<file path="config.mk">
export PLATFORM = sky130hd
export DESIGN_NAME = vending_machine_param_flat
export DESIGN_NICKNAME = d
export VERILOG_FILES = /design/src/rtl/vending_machine_param_if.sv /design/src/rtl/vending_machine_param.sv /design/src/flat_wrapper.sv
export SDC_FILE = /design/constraint.sdc
export NUM_CORES = 1
export LEC_CHECK = 0
export ABC_AREA = 0
export CAP_MARGIN = 25
export CORE_MARGIN = 5
export CORE_UTILIZATION = 50
export CTS_CLUSTER_DIAMETER = 30
export DETAILED_ROUTE_END_ITERATION = 16
export GPL_ROUTABILITY_DRIVEN = 0
export PLACE_DENSITY = 0.7
export SYNTH_ARGS = -nofsm -noshare
export SYNTH_HDL_FRONTEND = slang
export SYNTH_SLANG_ARGS = --single-unit
</file>
<file path="constraint.sdc">
create_clock -name CLK -period 2.59 [get_ports CLK]
set_input_delay 0.3885 -clock CLK [delete_from_list [all_inputs] [get_ports CLK]]
set_output_delay 0.3885 -clock CLK [all_outputs]
set_load 0.05 [all_outputs]
</file>
<file path="src/rtl/vending_machine_param_if.sv">
// ---------------------------------------------------------------------------
// vending_machine_param_if
//
// Bundles the peripheral-facing signals of the vending controller.
// The keypad, card reader, bank link, door sensor and price-programming
// inputs travel on this interface, together with the registered status
// outputs.
//
// Modports:
//   master - the environment side. It drives the requests and observes status.
//   slave  - the controller side. It receives the requests and drives status.
//
// Signals:
//   RELOAD      restock request
//   CARD_IN     card inserted
//   ITEM_CODE   keypad digit (4 bits), qualified by KEY_PRESS
//   KEY_PRESS   one-cycle key strobe
//   VALID_TRAN  bank approval
//   DOOR_OPEN   delivery door sensor
//   PRICE_WE    price table write strobe
//   PRICE_ADDR  slot index to write (SLOT_W bits)
//   PRICE_DATA  price value (COST_W bits)
//   VEND        item released
//   INVALID_SEL rejected selection pulse
//   COST        price of the current selection
//   FAILED_TRAN bank timeout pulse
//   BUSY        controller not idle
// ---------------------------------------------------------------------------
interface vending_machine_param_if #(
    parameter int SLOT_W = 5,
    parameter int COST_W = 3
);
    logic              RELOAD;
    logic              CARD_IN;
    logic [3:0]        ITEM_CODE;
    logic              KEY_PRESS;
    logic              VALID_TRAN;
    logic              DOOR_OPEN;
    logic              PRICE_WE;
    logic [SLOT_W-1:0] PRICE_ADDR;
    logic [COST_W-1:0] PRICE_DATA;
    logic              VEND;
    logic              INVALID_SEL;
    logic [COST_W-1:0] COST;
    logic              FAILED_TRAN;
    logic              BUSY;

    modport master (
        output RELOAD, CARD_IN, ITEM_CODE, KEY_PRESS, VALID_TRAN, DOOR_OPEN,
               PRICE_WE, PRICE_ADDR, PRICE_DATA,
        input  VEND, INVALID_SEL, COST, FAILED_TRAN, BUSY
    );

    modport slave (
        input  RELOAD, CARD_IN, ITEM_CODE, KEY_PRESS, VALID_TRAN, DOOR_OPEN,
               PRICE_WE, PRICE_ADDR, PRICE_DATA,
        output VEND, INVALID_SEL, COST, FAILED_TRAN, BUSY
    );
endinterface

</file>
<file path="src/rtl/vending_machine_param.sv">
// ---------------------------------------------------------------------------
// vending_machine_param
//
// This is the top-level control FSM of a vending machine. The slot grid,
// stock depth, price width and timeout are parameters. Each slot has a stock
// counter and a price register. The price table can be reprogrammed while
// the machine is idle.
//
// A transaction proceeds as follows:
//   1. A card is inserted.
//   2. The user presses the row key, then the column key.
//   3. The bank approves the transaction.
//   4. The item is vended. The controller then waits for the delivery door
//      to open and close.
//
// Ports:
//   CLK      rising-edge clock
//   RESET_N  asynchronous active-low reset
//   bus      vending_machine_param_if.slave (request inputs, status outputs)
//
// All outputs are registered.
// ---------------------------------------------------------------------------
module vending_machine_param #(
    parameter int  N_ROWS      = 2,
    parameter int  N_COLS      = 10,
    parameter int  STOCK_W     = 4,
    parameter int  RELOAD_QTY  = 10,
    parameter int  COST_W      = 3,
    parameter int  TIMEOUT_CYC = 5,
    localparam int N_SLOTS     = N_ROWS * N_COLS,
    localparam int SLOT_W      = (N_SLOTS > 1) ? $clog2(N_SLOTS) : 1
) (
    input  logic                     CLK,
    input  logic                     RESET_N,
    vending_machine_param_if.slave   bus
);

    // -----------------------------------------------------------------------
    // Derived constants
    // -----------------------------------------------------------------------
    localparam int TMR_W     = (TIMEOUT_CYC > 1) ? $clog2(TIMEOUT_CYC + 1) : 1;
    localparam int STOCK_MAX = (1 << STOCK_W) - 1;

    // The reload quantity is clamped to what a stock counter can hold.
    localparam logic [STOCK_W-1:0] RELOAD_VAL =
        STOCK_W'((RELOAD_QTY > STOCK_MAX) ? STOCK_MAX : RELOAD_QTY);

    // Keypad digits are 4 bits wide. Row and column counts are at most 10,
    // so both limits fit in 4 bits.
    localparam logic [3:0]        ROW_LIMIT = 4'(N_ROWS);
    localparam logic [3:0]        COL_LIMIT = 4'(N_COLS);
    localparam logic [SLOT_W-1:0] COLS_S    = SLOT_W'(N_COLS);

    // The timer counts from 0 after entering a state. The exit edge is the
    // one at which the timer already holds TIMEOUT_CYC-1.
    localparam logic [TMR_W-1:0]  TMR_LAST  = TMR_W'(TIMEOUT_CYC - 1);

    typedef enum logic [2:0] {
        ST_IDLE,
        ST_RELOADING,
        ST_CODE1,
        ST_CODE2,
        ST_TRANSACT,
        ST_VENDING
    } state_t;

    // -----------------------------------------------------------------------
    // State
    // -----------------------------------------------------------------------
    state_t                           state_q, state_d;
    logic [TMR_W-1:0]                 timer_q, timer_d;
    logic [SLOT_W-1:0]                row_q, row_d;
    logic [SLOT_W-1:0]                slot_q, slot_d;
    logic                             door_seen_q, door_seen_d;
    logic [COST_W-1:0]                cost_q, cost_d;
    logic                             vend_q, vend_d;
    logic                             invalid_q, invalid_d;
    logic                             failed_q, failed_d;
    logic                             busy_q, busy_d;
    logic [N_SLOTS-1:0][STOCK_W-1:0]  stock_q, stock_d;
    logic [N_SLOTS-1:0][COST_W-1:0]   price_q, price_d;

    // Strobes from the FSM into the per-slot datapath.
    logic                             reload_en;
    logic                             dec_en;
    logic                             price_we_en;

    // -----------------------------------------------------------------------
    // Selection lookup for the second key
    // -----------------------------------------------------------------------
    logic                             col_ok;
    logic [SLOT_W-1:0]                sel_col;
    logic [SLOT_W-1:0]                sel_idx;
    logic [STOCK_W-1:0]               sel_stock;
    logic [COST_W-1:0]                sel_price;
    logic                             sel_ok;
    logic                             timeout;

    assign col_ok  = (bus.ITEM_CODE < COL_LIMIT);
    assign sel_col = SLOT_W'(bus.ITEM_CODE);

    // The index is forced to 0 when the column is out of range.
    // This keeps the table reads inside the array.
    // The selection is rejected anyway in that case.
    assign sel_idx   = col_ok ? (row_q * COLS_S + sel_col) : '0;
    assign sel_stock = stock_q[sel_idx];
    assign sel_price = price_q[sel_idx];
    assign sel_ok    = col_ok && (sel_stock != '0) && (sel_price != '0);

    assign timeout   = (timer_q == TMR_LAST);

    // -----------------------------------------------------------------------
    // Per-slot stock counters and price registers
    // -----------------------------------------------------------------------
    // Reload takes priority over the decrement.
    // The decrement only happens on slots that were checked to be non-zero
    // when the selection was accepted, so the counter cannot underflow.
    //
    // The price write matches the address against each slot index.
    // An address beyond the last slot therefore writes nothing.
    // -----------------------------------------------------------------------
    for (genvar gi = 0; gi < N_SLOTS; gi++) begin : g_slot
        assign stock_d[gi] =
            reload_en                              ? RELOAD_VAL :
            (dec_en && (slot_q == SLOT_W'(gi)))    ? stock_q[gi] - STOCK_W'(1) :
                                                     stock_q[gi];

        assign price_d[gi] =
            (price_we_en && (bus.PRICE_ADDR == SLOT_W'(gi))) ? bus.PRICE_DATA :
                                                               price_q[gi];
    end

    // -----------------------------------------------------------------------
    // Next-state and output logic
    // -----------------------------------------------------------------------
    always_comb begin
        state_d     = state_q;
        timer_d     = timer_q;
        row_d       = row_q;
        slot_d      = slot_q;
        door_seen_d = door_seen_q;
        cost_d      = cost_q;
        invalid_d   = 1'b0;
        failed_d    = 1'b0;
        reload_en   = 1'b0;
        dec_en      = 1'b0;
        price_we_en = 1'b0;

        unique case (state_q)
            ST_IDLE: begin
                timer_d     = '0;
                door_seen_d = 1'b0;
                price_we_en = bus.PRICE_WE;
                if (bus.RELOAD) begin
                    state_d = ST_RELOADING;
                end else if (bus.CARD_IN) begin
                    state_d = ST_CODE1;
                end
            end

            ST_RELOADING: begin
                reload_en = 1'b1;
                state_d   = ST_IDLE;
            end

            ST_CODE1: begin
                // A key press on the timeout edge takes priority over the
                // timeout.
                if (bus.KEY_PRESS) begin
                    if (bus.ITEM_CODE < ROW_LIMIT) begin
                        row_d   = SLOT_W'(bus.ITEM_CODE);
                        state_d = ST_CODE2;
                    end else begin
                        invalid_d = 1'b1;
                        state_d   = ST_IDLE;
                    end
                end else if (timeout) begin
                    state_d = ST_IDLE;
                end else begin
                    timer_d = timer_q + TMR_W'(1);
                end
            end

            ST_CODE2: begin
                if (bus.KEY_PRESS) begin
                    if (sel_ok) begin
                        slot_d  = sel_idx;
                        cost_d  = sel_price;
                        state_d = ST_TRANSACT;
                    end else begin
                        invalid_d = 1'b1;
                        state_d   = ST_IDLE;
                    end
                end else if (timeout) begin
                    state_d = ST_IDLE;
                end else begin
                    timer_d = timer_q + TMR_W'(1);
                end
            end

            ST_TRANSACT: begin
                // Bank approval on the timeout edge takes priority over the
                // timeout.
                if (bus.VALID_TRAN) begin
                    dec_en      = 1'b1;
                    door_seen_d = 1'b0;
                    state_d     = ST_VENDING;
                end else if (timeout) begin
                    failed_d = 1'b1;
                    state_d  = ST_IDLE;
                end else begin
                    timer_d = timer_q + TMR_W'(1);
                end
            end

            ST_VENDING: begin
                // Once the door has been seen open, the timeout is disabled.
                // The controller then waits as long as needed for the
                // door to close.
                if (door_seen_q) begin
                    if (!bus.DOOR_OPEN) begin
                        state_d = ST_IDLE;
                    end
                end else if (bus.DOOR_OPEN) begin
                    door_seen_d = 1'b1;
                end else if (timeout) begin
                    state_d = ST_IDLE;
                end else begin
                    timer_d = timer_q + TMR_W'(1);
                end
            end

            default: begin
                state_d = ST_IDLE;
            end
        endcase

        // Every state change restarts the timer.
        if (state_d != state_q) begin
            timer_d = '0;
        end

        // The displayed price is cleared whenever the controller returns to
        // idle.
        if (state_d == ST_IDLE) begin
            cost_d = '0;
        end
    end

    // The registered outputs follow the state being entered.
    // This lets them change on the same edge as the state.
    assign vend_d = (state_d == ST_VENDING);
    assign busy_d = (state_d != ST_IDLE);

    // -----------------------------------------------------------------------
    // Registers
    // -----------------------------------------------------------------------
    always_ff @(posedge CLK or negedge RESET_N) begin
        if (!RESET_N) begin
            state_q     <= ST_IDLE;
            timer_q     <= '0;
            row_q       <= '0;
            slot_q      <= '0;
            door_seen_q <= 1'b0;
            cost_q      <= '0;
            vend_q      <= 1'b0;
            invalid_q   <= 1'b0;
            failed_q    <= 1'b0;
            busy_q      <= 1'b0;
            stock_q     <= '0;
            price_q     <= '0;
        end else begin
            state_q     <= state_d;
            timer_q     <= timer_d;
            row_q       <= row_d;
            slot_q      <= slot_d;
            door_seen_q <= door_seen_d;
            cost_q      <= cost_d;
            vend_q      <= vend_d;
            invalid_q   <= invalid_d;
            failed_q    <= failed_d;
            busy_q      <= busy_d;
            stock_q     <= stock_d;
            price_q     <= price_d;
        end
    end

    // -----------------------------------------------------------------------
    // Outputs
    // -----------------------------------------------------------------------
    assign bus.VEND        = vend_q;
    assign bus.INVALID_SEL = invalid_q;
    assign bus.COST        = cost_q;
    assign bus.FAILED_TRAN = failed_q;
    assign bus.BUSY        = busy_q;

endmodule

</file>
<file path="src/flat_wrapper.sv">
// flat-port wrapper written by rule: the top's interface ports become plain ports
module vending_machine_param_flat 
#(
    parameter int  N_ROWS      = 2,
    parameter int  N_COLS      = 10,
    parameter int  STOCK_W     = 4,
    parameter int  RELOAD_QTY  = 10,
    parameter int  COST_W      = 3,
    parameter int  TIMEOUT_CYC = 5,
    localparam int N_SLOTS     = N_ROWS * N_COLS,
    localparam int SLOT_W      = (N_SLOTS > 1) ? $clog2(N_SLOTS) : 1
)
  (CLK, RESET_N, bus_RELOAD, bus_CARD_IN, bus_ITEM_CODE, bus_KEY_PRESS, bus_VALID_TRAN, bus_DOOR_OPEN, bus_PRICE_WE, bus_PRICE_ADDR, bus_PRICE_DATA, bus_VEND, bus_INVALID_SEL, bus_COST, bus_FAILED_TRAN, bus_BUSY);
  vending_machine_param_if #(.SLOT_W(5), .COST_W(COST_W)) bus_i ();
  input  logic CLK;
  input  logic RESET_N;
  input wire logic [$bits(bus_i.RELOAD)-1:0] bus_RELOAD;
  input wire logic [$bits(bus_i.CARD_IN)-1:0] bus_CARD_IN;
  input wire logic [$bits(bus_i.ITEM_CODE)-1:0] bus_ITEM_CODE;
  input wire logic [$bits(bus_i.KEY_PRESS)-1:0] bus_KEY_PRESS;
  input wire logic [$bits(bus_i.VALID_TRAN)-1:0] bus_VALID_TRAN;
  input wire logic [$bits(bus_i.DOOR_OPEN)-1:0] bus_DOOR_OPEN;
  input wire logic [$bits(bus_i.PRICE_WE)-1:0] bus_PRICE_WE;
  input wire logic [$bits(bus_i.PRICE_ADDR)-1:0] bus_PRICE_ADDR;
  input wire logic [$bits(bus_i.PRICE_DATA)-1:0] bus_PRICE_DATA;
  output wire logic [$bits(bus_i.VEND)-1:0] bus_VEND;
  output wire logic [$bits(bus_i.INVALID_SEL)-1:0] bus_INVALID_SEL;
  output wire logic [$bits(bus_i.COST)-1:0] bus_COST;
  output wire logic [$bits(bus_i.FAILED_TRAN)-1:0] bus_FAILED_TRAN;
  output wire logic [$bits(bus_i.BUSY)-1:0] bus_BUSY;
  assign bus_i.RELOAD = bus_RELOAD;
  assign bus_i.CARD_IN = bus_CARD_IN;
  assign bus_i.ITEM_CODE = bus_ITEM_CODE;
  assign bus_i.KEY_PRESS = bus_KEY_PRESS;
  assign bus_i.VALID_TRAN = bus_VALID_TRAN;
  assign bus_i.DOOR_OPEN = bus_DOOR_OPEN;
  assign bus_i.PRICE_WE = bus_PRICE_WE;
  assign bus_i.PRICE_ADDR = bus_PRICE_ADDR;
  assign bus_i.PRICE_DATA = bus_PRICE_DATA;
  assign bus_VEND = bus_i.VEND;
  assign bus_INVALID_SEL = bus_i.INVALID_SEL;
  assign bus_COST = bus_i.COST;
  assign bus_FAILED_TRAN = bus_i.FAILED_TRAN;
  assign bus_BUSY = bus_i.BUSY;
  vending_machine_param #(.N_ROWS(N_ROWS), .N_COLS(N_COLS), .STOCK_W(STOCK_W), .RELOAD_QTY(RELOAD_QTY), .COST_W(COST_W), .TIMEOUT_CYC(TIMEOUT_CYC)) u_core (.CLK(CLK), .RESET_N(RESET_N), .bus(bus_i));
endmodule
</file>
======== After elaboration in Yosys (flattened, before gate mapping) ========
Index checks and enable logic that the tools add are counted.
storage, ports and cells
  register bits ........................... 163
  input bits .............................. 20
  output and inout bits ................... 7
  word-level logic and storage cells ...... 291
operators by class
  $add $sub $neg .......................... 22
  multipliers ............................. 1
  order comparisons ....................... 3
  equal/unequal tests ..................... 51
  muxes and demuxes ....................... 84
  reduce and logical (&&, ||, !) cells .... 80
operator list
  kind                   count
  $mux W4                41
  $eq A5 B4 Y1 const B   16
  $sub A4 B1 Y4 const B  20
  $mux W3                21
  $reduce_bool A2 Y1     23
  $logic_and A1 B1 Y1    42
  $eq A5 B3 Y1 const B   8
  $eq A5 B5 Y1 const B   8
  $bmux W4 S5            1
  $eq A5 B2 Y1 const B   4
  $bmux W3 S5            1
  $pmux W3 S5            1
  $mux W1                14
  $eq A3 B3 Y1 const B   4
  $pmux W3 S4            1
  $eq A5 B1 Y1 const B   2
  $logic_not A5 Y1       2
  $ne A3 B2 Y1 const B   3
  $reduce_and A3 Y1      3
  $reduce_bool A3 Y1     3
  $eq A3 B2 Y1 const B   2
  $logic_not A3 Y1       2
  $lt A5 B6 Y1 const B   1
  $add A5 B4 Y5          1
  other kinds (17)       17

======== Depth between registers and ports, before layout ========
  depth after elaboration ................. 14
  mapped depth ............................ 12
  depth with buffers taken out ............ 11

======== Worst setup path before layout ========
No wires, ideal clock.
  path type ............................... input to register
  start ................................... input bus_ITEM_CODE[1]
  end ..................................... register u_core.slot_q[2]
  library setup time ...................... 0.125 ns
  data arrival time ....................... 2.607 ns
  data required time ...................... 2.465 ns
  slack ................................... -0.142 ns
  stages on the path ...................... 11
  path buffers ............................ 1
  cells stage by stage .................... ha_1 -> inv_1 -> fa_1 -> inv_1 -> o21ai_0 -> o221ai_1 -> o211ai_1 -> a32oi_1 -> a31o_1 -> buf_6 -> mux2_4
on the way
  word-level cells in the longest chain between the ends .. 8
  elaborated cells on any way between the ends .. 12
  classes of those cells .................. 1 x add/sub; 1 x order compare; 5 x mux; 5 x reduce/logical
RTL lines
  element                                        line                                                       RTL
  from (decl)                                    flat_wrapper.sv:19                                         input wire logic [$bits(bus_i.ITEM_CODE)-1:0] bus_ITEM_CODE;
  $add A5 B4 Y5 or $lt A4 B4 Y1 (tied branches)  vending_machine_param.sv:105, vending_machine_param.sv:99
  $mux W5                                        vending_machine_param.sv:105                               assign sel_idx = col_ok ? (row_q * COLS_S + sel_col) : '0;
  $bmux W4 S5                                    vending_machine_param.sv:106                               assign sel_stock = stock_q[sel_idx];
  $mux W4 (not written as such)                  vending_machine_param.sv:106
  $reduce_bool A4 Y1                             vending_machine_param.sv:108                               assign sel_ok = col_ok && (sel_stock != '0) && (sel_price != '0);
  $logic_and A1 B1 Y1 (2 in series)              vending_machine_param.sv:108
  $reduce_and A3 Y1 (no line)                    n/a
  to (signal assigned)                           vending_machine_param.sv:276                               slot_q <= slot_d;
  to (decl)                                      vending_machine_param.sv:73                                logic [SLOT_W-1:0] slot_q, slot_d;
Parallel ways exist; a longest one is shown, timed or not. The select of a mux whose other input is x is not followed.
A chain may end at the register's enable or synchronous reset.

======== Worst setup path in the final report ========
  start ................................... register u_core.row_q[0]
  end ..................................... register u_core.slot_q[2]
on the way
  word-level cells in the longest chain between the ends .. 9
  elaborated cells on any way between the ends .. 12
  classes of those cells .................. 1 x add/sub; 1 x mul; 5 x mux; 5 x reduce/logical
RTL lines
  element                            line                          RTL
  from (decl)                        vending_machine_param.sv:72   logic [SLOT_W-1:0] row_q, row_d;
  from (signal assigned)             vending_machine_param.sv:275  row_q <= row_d;
  $mul A4 B3 Y4 (*)                  vending_machine_param.sv:105
  $add A5 B4 Y5 (*)                  vending_machine_param.sv:105
  $mux W5 (*)                        vending_machine_param.sv:105
  $bmux W4 S5                        vending_machine_param.sv:106
  $mux W4 (not written as such)      vending_machine_param.sv:106
  $reduce_bool A4 Y1                 vending_machine_param.sv:108
  $logic_and A1 B1 Y1 (2 in series)  vending_machine_param.sv:108
  $reduce_and A3 Y1 (no line)        n/a
Every way passes the cells marked *; elsewhere a longest branch is shown, timed or not. The select of a mux whose other input is x is not followed.

==> summary.md <==
| Metric | Value |
|---|---|
| Std-Cell Core Area | `between 15,000 and 20,000 um2` |
| Max transition margin | `0.488` |
| Sinks on Clock Net | `163` |
| Final number of hold-violating endpoints | `0` |
| Violations in the final reports | `setup timing` |
| Portion of synthesized cell area occupied by the leading cell type | `0.486` |
| Setup violations, final | `2` |
| Average vias per placed instance | `5.53` |
| Cells after Synth | `850` |
| Final net count | `977` |
| Highest attainable clock frequency | `between 0.3 and 0.4 GHz` |
| Final cycle utilization of the critical path | `1.00` |
| Post-route worst setup slack | `-0.00694 ns` |
| Post-Synthesis Cell Area | `8400 um2` |
| Endpoint of the most critical register-to-register path | `u_core.slot_q[2]` |
| First element of the critical path | `u_core.row_q[0]` |
| Total number of vias | `6,426` |
| Hold/Removal Path Class | `primary input to asynchronous set/reset pin` |
| Min Tclk post-route | `2.60 ns` |
| TritonCTS Buffers | `17` |
| Number of cell instances on the worst register-to-register path | `9` |
| Width of the die | `140 um` |
| First-pass GRT wire length | `32.3 mm` |
| IO Port Bufs | `26` |
| Final routed wire length divided by cell count | `16.7 um` |
| Area growth from synthesis to final layout | `21.1%` |
| Power per cell area | `871 nW/um2` |
| Placed wire-length estimate | `13.3 mm` |
| Antenna Nets Post-Route | `0` |
| Transition time at the pin with the least slew margin | `0.765 ns` |
| Detailed-route DRC error count | `0` |
| Via count of the first global-routing pass | `6,549` |
| Mean area per synthesized cell | `just under 10 um2` |
| Count of flip-flops with a built-in enable after synthesis | `0` |
| Final-layout worst hold slack | `0.454 ns` |
| Length of the first detailed-routing pass in iterations | `5` |
| Worst Path Class, Setup | `register to register` |
| Required time worst endpoint | `2.91 ns` |
| Critical register-to-register path startpoint | `u_core.row_q[0]` |
| TritonCTS clock tree | `done` |
| Post-synthesis mux area share | `0.116` |
| Fraction of synthesis flops using an asynchronous set or reset pin | `1.00` |
| First-iteration detailed-routing DRC count | `392` |
| Largest net degree at the start of global routing | `52` |
| Overflow left after global routing | `0` |
| Combined global-route utilization of all metal layers | `0.205` |
| Total wirelength of the detailed-routed design | `19.4 mm` |
| Biggest area contributors in the synthesized netlist | `dfrtp_1 49%, mux2_2 8.3%, nor2_1 4.5%` |
| Synthesized-area fraction occupied by ao, oa, aoi and oai cells | `0.0959` |
| Setup crit end kind | `register` |
| Synth Area in Simple Gates | `0.163` |
| Antenna violations before repair | `0` |
| Inserted Diodes | `0` |
| Standby leakage power | `4.64 nW` |
| IO Count | `27` |
| Number of library cell types mapped by synthesis | `57` |
| Top fanout value on the critical path | `4` |
| Worst Setup Start Kind | `register` |
| Unrepaired setup endpoints after global routing | `yes` |
| Synthesized-area fraction occupied by xor and xnor cells | `0.0542` |
| Signal arrival time at the worst endpoint | `2.92 ns` |
| Fraction of final layout cells sized beyond drive strength 1 | `0.218` |
| Cell area after placement | `9370 um2` |
| Total of flip-flops plus latches after synthesis | `163` |
| Starting density of the core | `0.508` |
| Height of the die | `between 100 and 150 um` |
| VDD IR max | `0.588 mV` |
| Deepest clock path buffer count | `2` |
| Worst-skew pair later-pin latency | `0.44 ns` |
| Largest family of logic cells by synthesized area | `simple AND/OR/NAND/NOR gates` |
| Most numerous cell in the Yosys netlist | `dfrtp_1` |
| Run status | `finished with violations` |
| Worst clock skew | `0.0117 ns` |
| Cell type with the largest total area after synthesis | `dfrtp_1` |
| Row Count | `47` |
| Number of nets produced by synthesis | `897` |
| Reported max-cap violation count | `0` |
| Area of the die | `approximately 19,000 um2` |
| Commonest cells post-synth | `163 x dfrtp_1, 101 x nor2_1, 94 x nand2_1, 62 x mux2_2, 57 x inv_1` |
| Clock-pin transition on the worst setup and hold timing paths | `approximately 0.070 ns` |
| Synth Flop Type | `dfrtp_1` |
| Worst-case register-to-register setup slack | `-0.007 ns` |
| Sequential fraction of the synthesis area | `0.486` |
| Max-slew violation total from the final report | `0` |
| Cell chosen for the clock root | `clkbuf_16` |
| Yosys warnings | `0` |
| Placed Instances | `around 1,100` |
| Filler-free cell count of the finished design | `1,163` |
| H-tree levels | `4` |
| Final Instance Area | `10,200 um2` |
| Adder and majority gate portion of the synthesized area | `0.0411` |
==> where the power goes <==
group / switching (mW) / leakage, nW / internal, mW
clock: 1.20 / 0.290 / 1.30
sequential: 0.336 / 2.00 / 2.98
combinational: 1.65 / 2.35 / 1.40
==> worst max-delay path: stages (launching register included) <==
cell	delay, ns
dfrtp_2	0.46
ha_4	0.18
inv_2	0.04
fa_2	0.46
buf_4	0.19
o41a_1	0.41
o32a_1	0.20
nand3_2	0.10
a31o_4	0.14
mux2_4	0.30
==> layout make-up <==
class / count / area, um2
Inverter: 57 / 216
Timing Repair Buffer: 98 / 865
Sequential cell: 163 / 4080
Fill cell: 1347 / 6350
Tap cell: 220 / 275
Clock inverter: 15 / 161
Multi-Input combinational cell: 593 / 4150
Clock buffer: 17 / 425
==> state kept, by name, indices dropped and copies added, names as in the netlist <==
signal / cells
u_core.bus.FAILED_TRAN: 1
u_core.bus.INVALID_SEL: 1
u_core.state_q: 3
u_core.timer_q: 3
u_core.slot_q: 5
u_core.price_q: 60
u_core.stock_q: 80
u_core.row_q: 4
u_core.bus.VEND: 1
u_core.bus.COST: 3
u_core.bus.BUSY: 1
u_core.door_seen_q: 1
==> layer usage <==
layer	up-vias	share of wire	GRT usage
met2	145	0.47	0.328
met3	37	0.040	0.0456
met4	0	0.023	0.0765
met5	-	0	0
li1	3089	-	-
met1	3155	0.47	0.276
==> worst max-delay path by stage <==
| stage | slack, ns | end | cells past startpoint |
|---|---|---|---|
| after floorplan | -0.0005 | u_core.slot_q[2] | 11 |
| after global placement | -0.67 | u_core.slot_q[2] | 11 |
| after detailed placement | -0.65 | u_core.slot_q[2] | 11 |
| after CTS | -0.004 | u_core.slot_q[2] | 8 |
| after global routing | -0.08 | u_core.slot_q[3] | 10 |
| final | -0.007 | u_core.slot_q[2] | 9 |
==> layout by cell type (no fill, tap or decap), types with 5 or more instances in the layout <==
cell	count
a21oi_1	26
a221oi_1	6
and2_1	5
and3_1	18
buf_4	66
clkbuf_16	18
clkdlybuf4s50_1	23
dfrtp_1	162
ha_1	23
inv_1	55
inv_8	6
mux2_2	62
mux2i_1	13
mux4_2	5
nand2_1	93
nand2b_1	8
nand3_1	13
nor2_1	100
nor3_1	26
nor4_1	18
o211ai_1	8
o21ai_0	44
o22ai_1	5
xnor2_1	30
xor2_1	17
==> kinds of logic after synthesis <==
family                   count (synthesis)
adder cells (fa/ha/maj)                 27
AO/OA/AOI/OAI                          129
XOR/XNOR                                52
AND/OR/NAND/NOR                        303
flip-flops                             163
buffers and inverters                   94
multiplexers                            82
==> per-stage QoR <==
stage               setup TNS (ns)  power [mW]  worst slack (ns)  utilization
floorplan                -0.000941        5.03         -0.000470            -
global placement             -5.89        5.97            -0.669        0.567
detailed placement           -5.74        6.04            -0.653        0.567
CTS                       -0.00788        8.63          -0.00395        0.607
global route                -0.273        9.33           -0.0806        0.616
finish                     -0.0123        8.86          -0.00694        0.616
==> timing repair <==
action | in CTS | in global routing
gates resized for setup | 14 | 18
endpoints found under the setup margin | 8 | 8
buffers inserted | 0 | 2
hold endpoints to repair | 46 | 0
hold buffers | 1 | 0
gates cloned | 0 | 1
pin swaps | 4 | 12
Power figures use the tool's default switching activity.
